===== config.mk =====
export PLATFORM = sky130hd
export DESIGN_NAME = pif_led_breather
export DESIGN_NICKNAME = d
export VERILOG_FILES = /design/src/rtl/pif_led_pkg.sv /design/src/rtl/pif_tick_div.sv /design/src/rtl/pif_led_breather.sv
export SDC_FILE = /design/constraint.sdc
export NUM_CORES = 1
export LEC_CHECK = 0
export CAP_MARGIN = 25
export CORE_MARGIN = 2
export CORE_UTILIZATION = 45
export DETAILED_ROUTE_END_ITERATION = 12
export PLACE_DENSITY = 0.79
export SETUP_SLACK_MARGIN = 0.2
export SLEW_MARGIN = 20
export SYNTH_ARGS = -nofsm -noshare
export SYNTH_HDL_FRONTEND = slang
export SYNTH_SLANG_ARGS = --single-unit

===== constraint.sdc =====
create_clock -name Clk -period 3.8 [get_ports Clk]
set_clock_uncertainty 0.2 [all_clocks]
set_input_delay 1.14 -clock Clk [delete_from_list [all_inputs] [get_ports Clk]]
set_output_delay 1.14 -clock Clk [all_outputs]
set_load 0.01 [all_outputs]

===== src/rtl/pif_led_pkg.sv =====
// Shared definitions for the LED breather: mode encodings and width helpers.
package pif_led_pkg;

    typedef enum logic [1:0] {
        MODE_OFF   = 2'd0,
        MODE_SOLID = 2'd1,
        MODE_SEQ   = 2'd2,
        MODE_ALL   = 2'd3
    } mode_e;

    function automatic int unsigned clog2(input int unsigned v);
        int unsigned r;
        r = 0;
        for (int unsigned i = 0; i < 32; i++) begin
            if ((64'd1 << i) < 64'(v)) r = i + 1;
        end
        return r;
    endfunction

    // Channel index width, never narrower than one bit.
    function automatic int unsigned chan_w(input int unsigned n);
        return (clog2(n) > 1) ? clog2(n) : 1;
    endfunction

endpackage


===== src/rtl/pif_tick_div.sv =====
// Programmable tick divider: one-cycle pulse every div_val+1 cycles.
module pif_tick_div #(
    parameter int DIV_W = 18
) (
    input  logic             Clk,
    input  logic             sys_rst,
    input  logic [DIV_W-1:0] div_val,
    output logic             tick
);

    logic [DIV_W-1:0] cnt_q, cnt_d;
    logic             tick_q, tick_d;

    // Pulse is registered off the zero count so it reads 0 while in reset;
    // the period is unchanged at div_val+1.
    always_comb begin
        tick_d = (cnt_q == '0);
        cnt_d  = tick_d ? div_val : cnt_q - DIV_W'(1);
    end

    always_ff @(posedge Clk or negedge sys_rst) begin
        if (!sys_rst) begin
            cnt_q  <= '0;
            tick_q <= 1'b0;
        end else begin
            cnt_q  <= cnt_d;
            tick_q <= tick_d;
        end
    end

    assign tick = tick_q;

endmodule


===== src/rtl/pif_led_breather.sv =====
// Multi-channel sigma-delta LED breather with OFF/SOLID/SEQ/ALL modes.
// Define PIF_LED_GAMMA_EN for squared (gamma) duty instead of linear.
module pif_led_breather
    import pif_led_pkg::*;
#(
    parameter int NCH        = 2,
    parameter int B          = 5,
    parameter int DIV_W      = 18,
    parameter int ACTIVE_LOW = 1
) (
    input  logic                      Clk,
    input  logic                      sys_rst,
    input  logic [DIV_W-1:0]          div_val,
    input  logic [1:0]                mode,
    output logic [NCH-1:0]            led,
    output logic                      tick,
    output logic [chan_w(NCH)-1:0]    chan_idx
);

    localparam int CW = chan_w(NCH);

    mode_e          m;
    logic [B-1:0]   level_q, level_d;
    logic           dir_q, dir_d;
    logic [CW-1:0]  chan_q, chan_d;
    logic [B:0]     acc_q, acc_d;
    logic [NCH-1:0] led_q, led_d;
    logic [NCH-1:0] lit;
    logic [B-1:0]   lin, duty;
    logic           on;

    pif_tick_div #(.DIV_W(DIV_W)) u_div (
        .Clk     (Clk),
        .sys_rst (sys_rst),
        .div_val (div_val),
        .tick    (tick)
    );

    assign m = mode_e'(mode);

    always_comb begin
        level_d = level_q;
        dir_d   = dir_q;
        chan_d  = chan_q;
        case (m)
            MODE_OFF: begin
                level_d = '0;
                dir_d   = 1'b0;
                chan_d  = '0;
            end
            MODE_SEQ, MODE_ALL: begin
                if (tick) begin
                    level_d = level_q + B'(1);
                    if (level_q == '1) begin
                        dir_d = ~dir_q;
                        if (dir_q) chan_d = (chan_q == CW'(NCH - 1)) ? '0 : chan_q + CW'(1);
                    end
                end
            end
            default: ;
        endcase
    end

    assign lin = dir_q ? ~level_q : level_q;

`ifdef PIF_LED_GAMMA_EN
    logic [2*B-1:0] sq;
    assign sq   = lin * lin;
    assign duty = sq[2*B-1:B];
`else
    assign duty = lin;
`endif

    assign acc_d = tick ? '0 : {1'b0, acc_q[B-1:0]} + {1'b0, duty};
    assign on    = acc_q[B];

    always_comb begin
        lit = '0;
        for (int unsigned i = 0; i < NCH; i++) begin
            case (m)
                MODE_SOLID: lit[i] = 1'b1;
                MODE_SEQ:   lit[i] = on && (chan_q == CW'(i));
                MODE_ALL:   lit[i] = on;
                default:    lit[i] = 1'b0;
            endcase
        end
        led_d = (ACTIVE_LOW != 0) ? ~lit : lit;
    end

    always_ff @(posedge Clk or negedge sys_rst) begin
        if (!sys_rst) begin
            level_q <= '0;
            dir_q   <= 1'b0;
            chan_q  <= '0;
            acc_q   <= '0;
            led_q   <= {NCH{ACTIVE_LOW != 0}};
        end else begin
            level_q <= level_d;
            dir_q   <= dir_d;
            chan_q  <= chan_d;
            acc_q   <= acc_d;
            led_q   <= led_d;
        end
    end

    assign led      = led_q;
    assign chan_idx = chan_q;

endmodule

==> run_results.csv <==
group,metric,value,unit
run_status,outcome,"completed",
sta,worst_slew_margin_rel,0.499,
critical_path,rr_worst_depth,4,
clocking,ctsHoldBuffers,0,
sta,max_freq,348,MHz
sta,finalHoldViolations,0,
clocking,cts_made_buffers,5,
sta,setup_violations,0,
final_layout,n_antenna_cell,0,
critical_path,critical_path.startpoint,"u_div.tick",
synth,async_flop_share,1.00,
critical_path,critPathRequiredTime,2.46,ns
routing,first_pass_iters,6,
routing,postRouteAntennaNets,0,
sta,period_minus_slack,2.88,ns
sta,worstMarginPinSlew,0.749,ns
critical_path,path_buf_inv,1,
die,die_w,68.8,microns
routing,wl_per_cell,12.7,microns
die,dieArea,4740,sq um
clocking,clk_pin_slew,0.07,ns
pwr,vdd_drop_max,0.189,mV
critical_path,rrSetupSlack,1.19,ns
critical_path,crit_chain,"clkdlybuf4s50_1",
grt,grt_pass1_vias,1199,
critical_path,startpoint_type,"flop",
routing,drt_iter0_drc,83,
routing,via_per_inst,5.15,
grt,antenna_found_initial,0,
sta,rsz0062_at_grt,"false",
grt,grt_pass1_wl,5.23,mm
placed_design,numPortBuffers,25,
pwr,p_total,682,uW
flow_run,cap_violations,0,
synth,synth-warning-count,0,
synth,ys_types,38,
clocking,postCtsSetupBuffers,0,
clocking,cts_tree,"built",
synth,avgSynthCellArea,10.8,sq um
critical_path,path_class,"reg2out",
critical_path,crit_end,"tick",
critical_path,cp_num_cells,1,
synth,ys_seq_area_frac,0.451,
worst_hold_path,hold_path_depth,2,
critical_path,cp.arrival,1.54,ns
die,ios,26,
final_layout,drive_above_1_share,0.128,
critical_path,crit_path_end_kind,"output port",
clocking,clkSinkCount,34,
critical_path,crit_family,"buffers and inverters",
critical_path,cp_max_fo,14,
placed_design,placed_area,2180,sq um
grt,grt_util_all_layers,0.153,
routing,drc_errors,0,
clocking,cts_max_path_buffers,2,
synth,ys_seq_elements,34,
sta,post-route-period-util,0.757,
pwr,p_leak,0.00103,uW
die,start_util,0.470,
synth,synthFlopType,"dfrtp_1",
clocking,clkLatencyLatePin,0.29,ns
die,core,4030,sq um
critical_path,regToRegStartpoint,"u_div.cnt_q[4]",
critical_path,cpMaxStageDelayCell,"clkdlybuf4s50_1",
clocking,cts-root-buf,"clkbuf_8",
critical_path,reg2reg_to,"u_div.cnt_q[9]",
grt,overflow,0,
routing,routed_wirelength,3.23,mm
die,die_y,68.8,microns
die,num_rows,23,
pwr,p_per_area,300,nW/um^2
routing,vias,1304,
final_layout,fin_area,2280,sq um
synth,syn_nets,206,
sta,slew_violations,0,
critical_path,cpPeakStageDelay,0.63,ns
synth,synth.cell_area,1890,sq um
synth,synth-edff-count,0,
placed_design,dp_hpwl,2.31,mm
clocking,cts_resized,0,
worst_hold_path,min_path_type,"reg2reg",
clocking,h-tree-depth,2,
grt,grt_max_degree,35,
final_layout,nets,233,
placed_design,gp_congestion,0.759,
final_layout,syn_to_final_growth,20.3,%
sta,setup_tns,0,ns
synth,synthCells,175,
cells by family (layout without fill, tap and decap cells):
logic type	count (synthesis)	after routing	synth area share
xor gates and xnor gates	25	25	0.116
AOI/OAI and AO/OA	25	25	0.0880
DFF	34	34	0.451
adders and majority gates	9	9	0.0635
and+or+nand+nor	49	49	0.163
muxes	12	12	0.0728
buffers and inverters	21	49	0.0463
cells in the mapped netlist, drive strengths merged (5+ instances only):
master  instances  share of area
dfrtp          32           0.42
inv            15          0.030
xor2           14          0.065
mux2           11          0.067
xnor2          11          0.051
nor2            9          0.018
nor3            9          0.030
a21oi           8          0.021
ha              8          0.053
a22o            7          0.032
nand2           7          0.014
nor2b           5          0.017
cell usage in the layout, fill, tap and decap left out, drive strengths merged, types with 2 or more instances in the layout:
master,n
nor2,9
clkbuf,6
a21o,3
ha,8
nand4b,2
clkdlybuf4s50,25
xnor2,11
xor2,14
a22o,7
nand3,4
inv,15
a21oi,8
nand2,7
dfstp,2
dfrtp,32
nor3,9
nor4,3
nand4,4
mux2,11
o21ai,4
nor2b,5
state kept, by name (all words and copies together) (netlist names):
register and flops:
u_div.cnt_q 18, level_q 5, chan_idx 1, dir_q 1, u_div.tick 1, acc_q 6, led 2
area by class of cell:
cell class	instances	area, sq um
clock buffer	6	82.6
clock inverter	2	12.5
sequential	34	853
fill	349	1750
timing repair buffer	26	258
multi-input combinational	120	951
inverter	15	56.3
tap	50	62.6
where the power goes:
group	switching (uW)	internal (uW)
Clock	134	146
Sequential	0.338	364
Combinational	15.2	23.3
through the flow:
stage                      util  instances  setup slack (ns)  hold slack (ns)
after floorplan               -        175              1.66            0.242
after global placement    0.541        245              1.19            0.258
after detailed placement  0.541        245              1.15            0.271
after CTS                 0.565        253             0.916            0.278
after global routing      0.565        253             0.821            0.343
final                     0.565        253             0.925            0.277
metal layers:
layer  track usage  up-vias  wire length, microns
li1              -      653                     -
met2         0.239       36                  1490
met1         0.194      609                  1510
met4        0.0833        0                    64
met5             0        -                     0
met3        0.0390        6                   161
worst min path at each step:
stage / startpoint / to / slack (ns)
after floorplan: acc_q[5] / led[1] / 0.24
after global placement: acc_q[5] / led[1] / 0.26
after global routing: acc_q[5] / led[1] / 0.34
after detailed placement: acc_q[5] / led[1] / 0.27
after CTS: acc_q[5] / led[1] / 0.28
final: acc_q[5] / led[1] / 0.28
Note: power is estimated with default switching activity, not from simulation.
